===== config.mk =====
export PLATFORM = sky130hd
export DESIGN_NAME = icache_dm
export DESIGN_NICKNAME = d
export VERILOG_FILES = /design/src/rtl/icache_dm.sv
export SDC_FILE = /design/constraint.sdc
export NUM_CORES = 2
export LEC_CHECK = 0
export CAP_MARGIN = 25
export CORE_MARGIN = 3
export CORE_UTILIZATION = 45
export CTS_CLUSTER_DIAMETER = 200
export DETAILED_ROUTE_END_ITERATION = 8
export PLACE_DENSITY = 0.59
export SLEW_MARGIN = 15
export SYNTH_ARGS = -nofsm -noshare
export SYNTH_HDL_FRONTEND = slang
export SYNTH_SLANG_ARGS = --single-unit

===== constraint.sdc =====
create_clock -name clock -period 6.6 [get_ports clock]
set_input_delay 0.66 -clock clock [delete_from_list [all_inputs] [get_ports clock]]
set_output_delay 0.66 -clock clock [all_outputs]
set_load 0.02 [all_outputs]

===== src/rtl/icache_dm.sv =====
// Direct-mapped instruction cache between fetch PC logic and a word-wide backing memory.
// Latency: hit 1 cycle; miss WORDS_PER_LINE memory beats + 2 cycles (line refill, then respond).
// Backpressure: fetch stalls (cpu_ready low) during refill; refill waits indefinitely on mem_valid.
// Ports: clock/reset (sync, active-high); cpu_req/cpu_addr in, cpu_ready/cpu_instr out;
//        flush pulse; mem_req/mem_addr out, mem_rdata/mem_valid in; saturating hit/miss counters.
module icache_dm #(
  parameter int ADDR_W         = 32,
  parameter int DATA_W         = 32,
  parameter int LINES          = 16,
  parameter int WORDS_PER_LINE = 4
) (
  input  logic              clock,
  input  logic              reset,
  input  logic              cpu_req,
  input  logic [ADDR_W-1:0] cpu_addr,
  input  logic              flush,
  output logic              cpu_ready,
  output logic [DATA_W-1:0] cpu_instr,
  output logic              mem_req,
  output logic [ADDR_W-1:0] mem_addr,
  input  logic [DATA_W-1:0] mem_rdata,
  input  logic              mem_valid,
  output logic [31:0]       hit_count,
  output logic [31:0]       miss_count
);

  localparam int OFF   = $clog2(WORDS_PER_LINE);
  localparam int IDX   = $clog2(LINES);
  localparam int TAG_W = ADDR_W - IDX - OFF - 2;

  typedef enum logic [1:0] {IDLE, REFILL, RESPOND} state_t;

  state_t            state;
  logic [DATA_W-1:0] data_mem [LINES][WORDS_PER_LINE];
  logic [TAG_W-1:0]  tag_mem  [LINES];
  logic [LINES-1:0]  valid;

  // Request being refilled, captured at miss time.
  logic [IDX-1:0]    r_idx;
  logic [TAG_W-1:0]  r_tag;
  logic [OFF-1:0]    r_word;
  logic [OFF-1:0]    cnt;
  logic              flush_pend;

  // Address split of the incoming fetch address; byte offset is irrelevant for 4-byte words.
  logic [OFF-1:0]    a_word;
  logic [IDX-1:0]    a_idx;
  logic [TAG_W-1:0]  a_tag;
  logic              a_hit;
  logic [1:0]        unused_byte_off;

  assign a_word          = cpu_addr[OFF+1:2];
  assign a_idx           = cpu_addr[OFF+IDX+1:OFF+2];
  assign a_tag           = cpu_addr[ADDR_W-1:OFF+IDX+2];
  assign a_hit           = valid[a_idx] && (tag_mem[a_idx] == a_tag);
  assign unused_byte_off = cpu_addr[1:0];

  // Line storage: no reset needed, validity is tracked separately.
  always_ff @(posedge clock) begin
    if (!reset && state == REFILL && mem_valid) begin
      data_mem[r_idx][cnt] <= mem_rdata;
      if (&cnt) tag_mem[r_idx] <= r_tag;
    end
  end

  always_ff @(posedge clock) begin
    if (reset) begin
      state      <= IDLE;
      valid      <= '0;
      cnt        <= '0;
      flush_pend <= 1'b0;
      r_idx      <= '0;
      r_tag      <= '0;
      r_word     <= '0;
      cpu_ready  <= 1'b0;
      cpu_instr  <= '0;
      mem_req    <= 1'b0;
      mem_addr   <= '0;
      hit_count  <= '0;
      miss_count <= '0;
    end else begin
      cpu_ready <= 1'b0;
      case (state)
        IDLE: begin
          if (flush || flush_pend) begin
            // Flush owns this cycle; any request is looked up again next cycle.
            valid      <= '0;
            flush_pend <= 1'b0;
          end else if (cpu_req && !cpu_ready) begin
            // The cycle carrying cpu_ready still sees the old request held; skip it.
            if (a_hit) begin
              cpu_ready <= 1'b1;
              cpu_instr <= data_mem[a_idx][a_word];
              if (hit_count != '1) hit_count <= hit_count + 32'd1;
            end else begin
              if (miss_count != '1) miss_count <= miss_count + 32'd1;
              valid[a_idx] <= 1'b0;
              cnt          <= '0;
              r_idx        <= a_idx;
              r_tag        <= a_tag;
              r_word       <= a_word;
              mem_req      <= 1'b1;
              mem_addr     <= {a_tag, a_idx, {(OFF+2){1'b0}}};
              state        <= REFILL;
            end
          end
        end
        REFILL: begin
          if (flush) flush_pend <= 1'b1;
          if (mem_valid) begin
            cnt <= cnt + 1'b1;
            if (&cnt) begin
              valid[r_idx] <= 1'b1;
              mem_req      <= 1'b0;
              state        <= RESPOND;
            end else begin
              mem_addr <= mem_addr + ADDR_W'(4);
            end
          end
        end
        RESPOND: begin
          if (flush) flush_pend <= 1'b1;
          cpu_ready <= 1'b1;
          cpu_instr <= data_mem[r_idx][r_word];
          state     <= IDLE;
        end
        default: state <= IDLE;
      endcase
    end
  end

endmodule


Word level (Yosys, flattened, before mapping) --
Memory sizes are Yosys's and may differ from the RTL's. A register that Yosys moved wholly into a read port is not among the register bits. Cells that the tools add are included.
Storage, ports and cells: flip-flop bits (word level) 181, RAM bits 2432, memories 2
Memory list:
- data_mem | depth 16, width 128, rd ports 2, clocked after Yosys merged registers in 1, write ports 1, line 34 | logic [DATA_W-1:0] data_mem [LINES][WORDS_PER_LINE];
- tag_mem | depth 16, width 24, rd ports 1, clocked after Yosys merged registers in 0, write ports 1, line 35 | logic [TAG_W-1:0] tag_mem [LINES];
Operators by class: $add $sub $neg 4, magnitude comparators 8, equal/unequal tests 16, mux-type cells 61, bitwise gates (word level) 8, reduce and logical (&&, ||, !) cells 26
Operator list (number):
- two-way mux 32 bit | 13
- binary-select mux 32 bit (select 2 bit) | 2
- two-way mux 128 bit | 1
- case mux 32 bit (2 select lines) | 2
- two-way mux 16 bit | 5
- adder 32 x 1 -> 32 bit, second input constant | 2
- demux 32 bit (select 2 bit) | 1
- != test 32 bit, second input constant | 2
- adder 32 x 3 -> 32 bit, second input constant | 1
- case mux 16 bit (2 select lines) | 1
- AND reduction 5 bit | 5
- equality test 24 bit | 1
- two-way mux 2 bit | 9
- two-way mux 1 bit | 17
- AND 16 bit | 1
- inverter 16 bit | 1
- bitwise OR 16 bit | 1
- != test 2 bit, second input constant | 7
- AND reduction 6 bit | 2
- less-than comparator 4 x 5 -> 1 bit, second input constant | 2
- greater-or-equal comparator 3 bit, second input constant | 3
- inverter 2 -> 3 bit | 3
- demux 1 bit (select 4 bit) | 2
- greater-or-equal comparator 4 x 1 -> 1 bit, second input constant | 2
- 20 further kinds | 37

Depth between registers and ports, before layout --
depth in word-level cells 10, mapped depth 16, gate-level depth less buffers 10

Worst setup path before layout --
Ideal clock, no wire load.
path type register to register, from reg state[1], to mem data_mem[6][0] (netlist name), enable pin, library setup time 0.470 ns, data arrival time 3.995 ns, required time 6.130 ns, setup slack 2.135 ns, stages on the path, launching flop included 9, clock period less this slack 4.465 ns, cells stage by stage dfxtp_1 inv_1 ha_1 clkbuf_1 inv_1 nor2_1 nand3_1 clkbuf_1 nor2_1
Between the ends: cells in the longest elaborated chain, start to end 5
RTL lines:
- start: declaration | line 33 | state_t state;
- start signal: assignment | line 68 | state <= IDLE;
- start signal: assignment | line 104 | state <= REFILL;
- start signal: assignment | line 115 | state <= RESPOND;
- equality test 2 x 1 -> 1 bit | line 60 | if (!reset && state == REFILL && mem_valid) begin
- logical AND 1 bit (2 in a row) | line 60
- two-way mux 1 bit | line 60
- two-way mux 128 bit (not written as such) | line 61 | data_mem[r_idx][cnt] <= mem_rdata;
- end: declaration | line 34
No other way between the ends.

Worst setup path in the final report --
from reg state[1], to mem data_mem[4][29] (netlist name), enable pin
The elaborated chain is that of the path after synthesis.

==> impl_metrics.tcl <==
set metrics [dict create \
    outcome "finished clean" \
    preCtsSetupSlack_ns 1.04 \
    cp_common_cell "buf_4" \
    wire_per_inst_microns 36.5 \
    yosys.area.top_type_share_pct 61.6 \
    cts_buffer_depth 4 \
    synth-main-ff-cell "edfxtp_1" \
    yosys-top-cells-count "edfxtp_1, mux4_2, clkbuf_1, dfxtp_1, nor2_1" \
    place_congestion 0.799 \
    drtAntennaViolNets 0 \
    holdCritPathClass "input port to register" \
    slowest_stage "nor2_4" \
    yosysMostFrequentCell "edfxtp_1" \
    drtIter0Drc 7864 \
    routed_wl_microns 357000 \
    crit_path_max_fanout 45 \
    critical_path_arrival_ns 5.38 \
    insertion_delay_ns 0.92 \
    async_flop_share_pct 0 \
    yosys_warnings 0 \
    synth_area_leaders "edfxtp_1, mux4_2, dfxtp_1" \
    antenna_found_initial 25 \
    root_buffer "clkbuf_16" \
    hold_viol_final 0 \
    drive_gt1_share_pct 35.5 \
    relSlewSlack_pct 17.9 \
    rsz0062_at_grt "false" \
    setup_ws_ns 1.71 \
    crit_chain "inv_1 > ha_1 > buf_4 > clkinv_1 > nor2_1 > nand3_2 > nor2_4 > buf_4" \
    cts_tree "done" \
    initial_utilization_pct 45.4 \
    ir_drop_mv 0.271 \
    vias_per_cell 6.67 \
    regToRegSetupSlack_ns 1.71 \
    die_h_microns 519 \
    synth_area_sq_um 119000 \
    cap_violations 0 \
    route.detailed.drc 0 \
    nets 6154 \
    postCtsHoldBufs 0 \
    grt_overflow_total 0 \
    critPathLaunchType "register" \
    fin_crit_sh_pct 74.1 \
    ys_ff_latch 2615 \
    portBuffers 194 \
    fillCellCount 20414 \
    grt_pass1_vias 65905 \
    worstRegToRegCells 8 \
    crit_path_start "state[1]" \
    regToRegStartpoint "state[1]" \
    crit_required_ns 7.09 \
    yosysTopAreaCell "edfxtp_1" \
    path_clk_slew_ns 0.06 \
    criticalPathCategory "register to register" \
    fp.coreArea_sq_um 261000 \
    cts_buffers 300 \
    slew_violations 0 \
    min_period_ns 4.89 \
    postCtsResizedCells 0 \
    cts_sinks 2615 \
    grt_pass1_wl_microns 504000 \
    track_usage_pct 26.3 \
    timing.setup.tns_ns 0 \
    powerDensity_nw_per_um2 272 \
    dr.pass1.iters 6 \
    num_vias 65351 \
    postSynthCellCount 5807 \
    r2r_end "data_mem[4][29]" \
    hpwlAfterDp_microns 203000 \
    postCtsSetupBuffers 0 \
    endpoint "data_mem[4][29]" \
    leakage_nw 41.2 \
    dieArea_sq_um 270000 \
    cts_max_level 5 \
    ys_seq_area_share_pct 64.7 \
    max_clock_freq_ghz 0.205 \
    grt_max_degree 129 \
    end_kind "register" \
    die_w_microns 519 \
    worst_pin_slew_ns 1.23 \
    synth_cell_type_count 82 \
    setup_viol 0 \
    skew_ns 0.0685 \
    syn_to_final_growth_pct 14.2 \
    synth-edff-count 2432 \
    avgSynthCellArea_sq_um 20.4 \
    rows 187 \
    max_stage_delay_ns 1.04 \
    boundaryPins 199 \
]
==> state kept, by name (all words and copies together) (netlist names), 2 cells and up, named ones only <==
register and count:
r_word 2, hit_count 32, r_tag 24, data_mem 2048, miss_count 32, state 2
tag_mem 384, cnt 2, cpu_instr 32, mem_addr 30, valid 16, r_idx 4
==> through the flow <==
stage / instance area, sq um / util, % / power, mW / std cells / hold slack [ns]
2_1_floorplan: 119000 / - / 20.1 / 5808 / 0.445
3_3_place_gp: 125000 / 48.0 / 21.1 / 9232 / 0.482
3_5_place_dp: 125000 / 48.1 / 21.1 / 9247 / 0.491
4_1_cts: 135000 / 51.7 / 37.1 / 9764 / 0.162
5_1_grt: 135000 / 51.9 / 37.9 / 9794 / 0.0918
6_report: 135000 / 51.9 / 36.9 / 9802 / 0.122
==> routing by layer <==
metal  vias to the layer above  track usage, %  part of all wire (%)  wire length [microns]
met1                     35728            37.5                    40                 143000
met3                       604            4.33                   8.1                  29100
li1                      25838               -                     -                      -
met2                      3179            42.1                    49                 175000
met4                         2            7.81                   2.9                  10300
met5                         -               0                0.0036                     13
==> cell families after synthesis <==
kind of cell             after synthesis  share of synthesized area (%)
flip-flops                          2615                           64.7
multiplexers                        1610                           27.9
AND/OR/NAND/NOR                      648                           2.67
buffers and inverters                473                           1.75
AO/OA/AOI/OAI                        408                           2.54
XOR/XNOR                              41                          0.303
adder cells (fa/ha/maj)               11                          0.116
other                                  1                        0.00316
==> how the worst min path moves through the flow <==
stage,from,end,depth (start not counted)
floorplan,r_word[1],r_word[1],2
global placement,valid[0],valid[0],2
detailed placement,valid[0],valid[0],2
CTS,mem_rdata[11],data_mem[8][75],1
global route,mem_rdata[26],data_mem[4][26],1
finish,mem_rdata[26],data_mem[13][26],1
==> cell type report <==
class                   count  area, sq um  area share (%)
well taps                3496         4370            3.23
multi-input cells        2720        40300            29.8
flip-flops and latches   2615        76700            56.7
diodes                     17         42.5          0.0314
inverters                  25         93.8          0.0693
repair buffers            412         4440            3.28
clock buffers             381         8080            5.97
clock inverters           136         1270           0.938
==> power breakdown <==
part	switching, mW	internal, mW	total (mW)
combinational	1.44	1.12	2.55
clock	6.58	9.52	16.1
sequential	0.0915	18.1	18.2
total	8.11	28.8	36.9
==> critical path, delay by kind of cell, from the launching register on <==
kind	cells	cell delay [ns]
flops	1	0.35
buf+inv	4	1.28
simple gates	3	2.60
fa+ha+maj	1	0.14
==> layout by cell type, fill, tap and decap left out, drive strengths merged, types with 18 or more instances in the layout <==
cell           count
a211oi            33
a21oi             73
a221oi            75
a31oi             19
buf              254
bufinv            23
clkbuf           383
clkdlybuf4s50    156
clkinv           102
dfxtp            183
edfxtp          2432
inv               29
mux2              96
mux2i            167
mux4            1347
nand2            187
nand3             61
nand4             29
nor2             182
nor2b             28
nor3              47
o211ai            22
o21ai             37
o22ai             38
or4               18
xnor2             24
No activity file was read; power rests on OpenSTA's default activity.
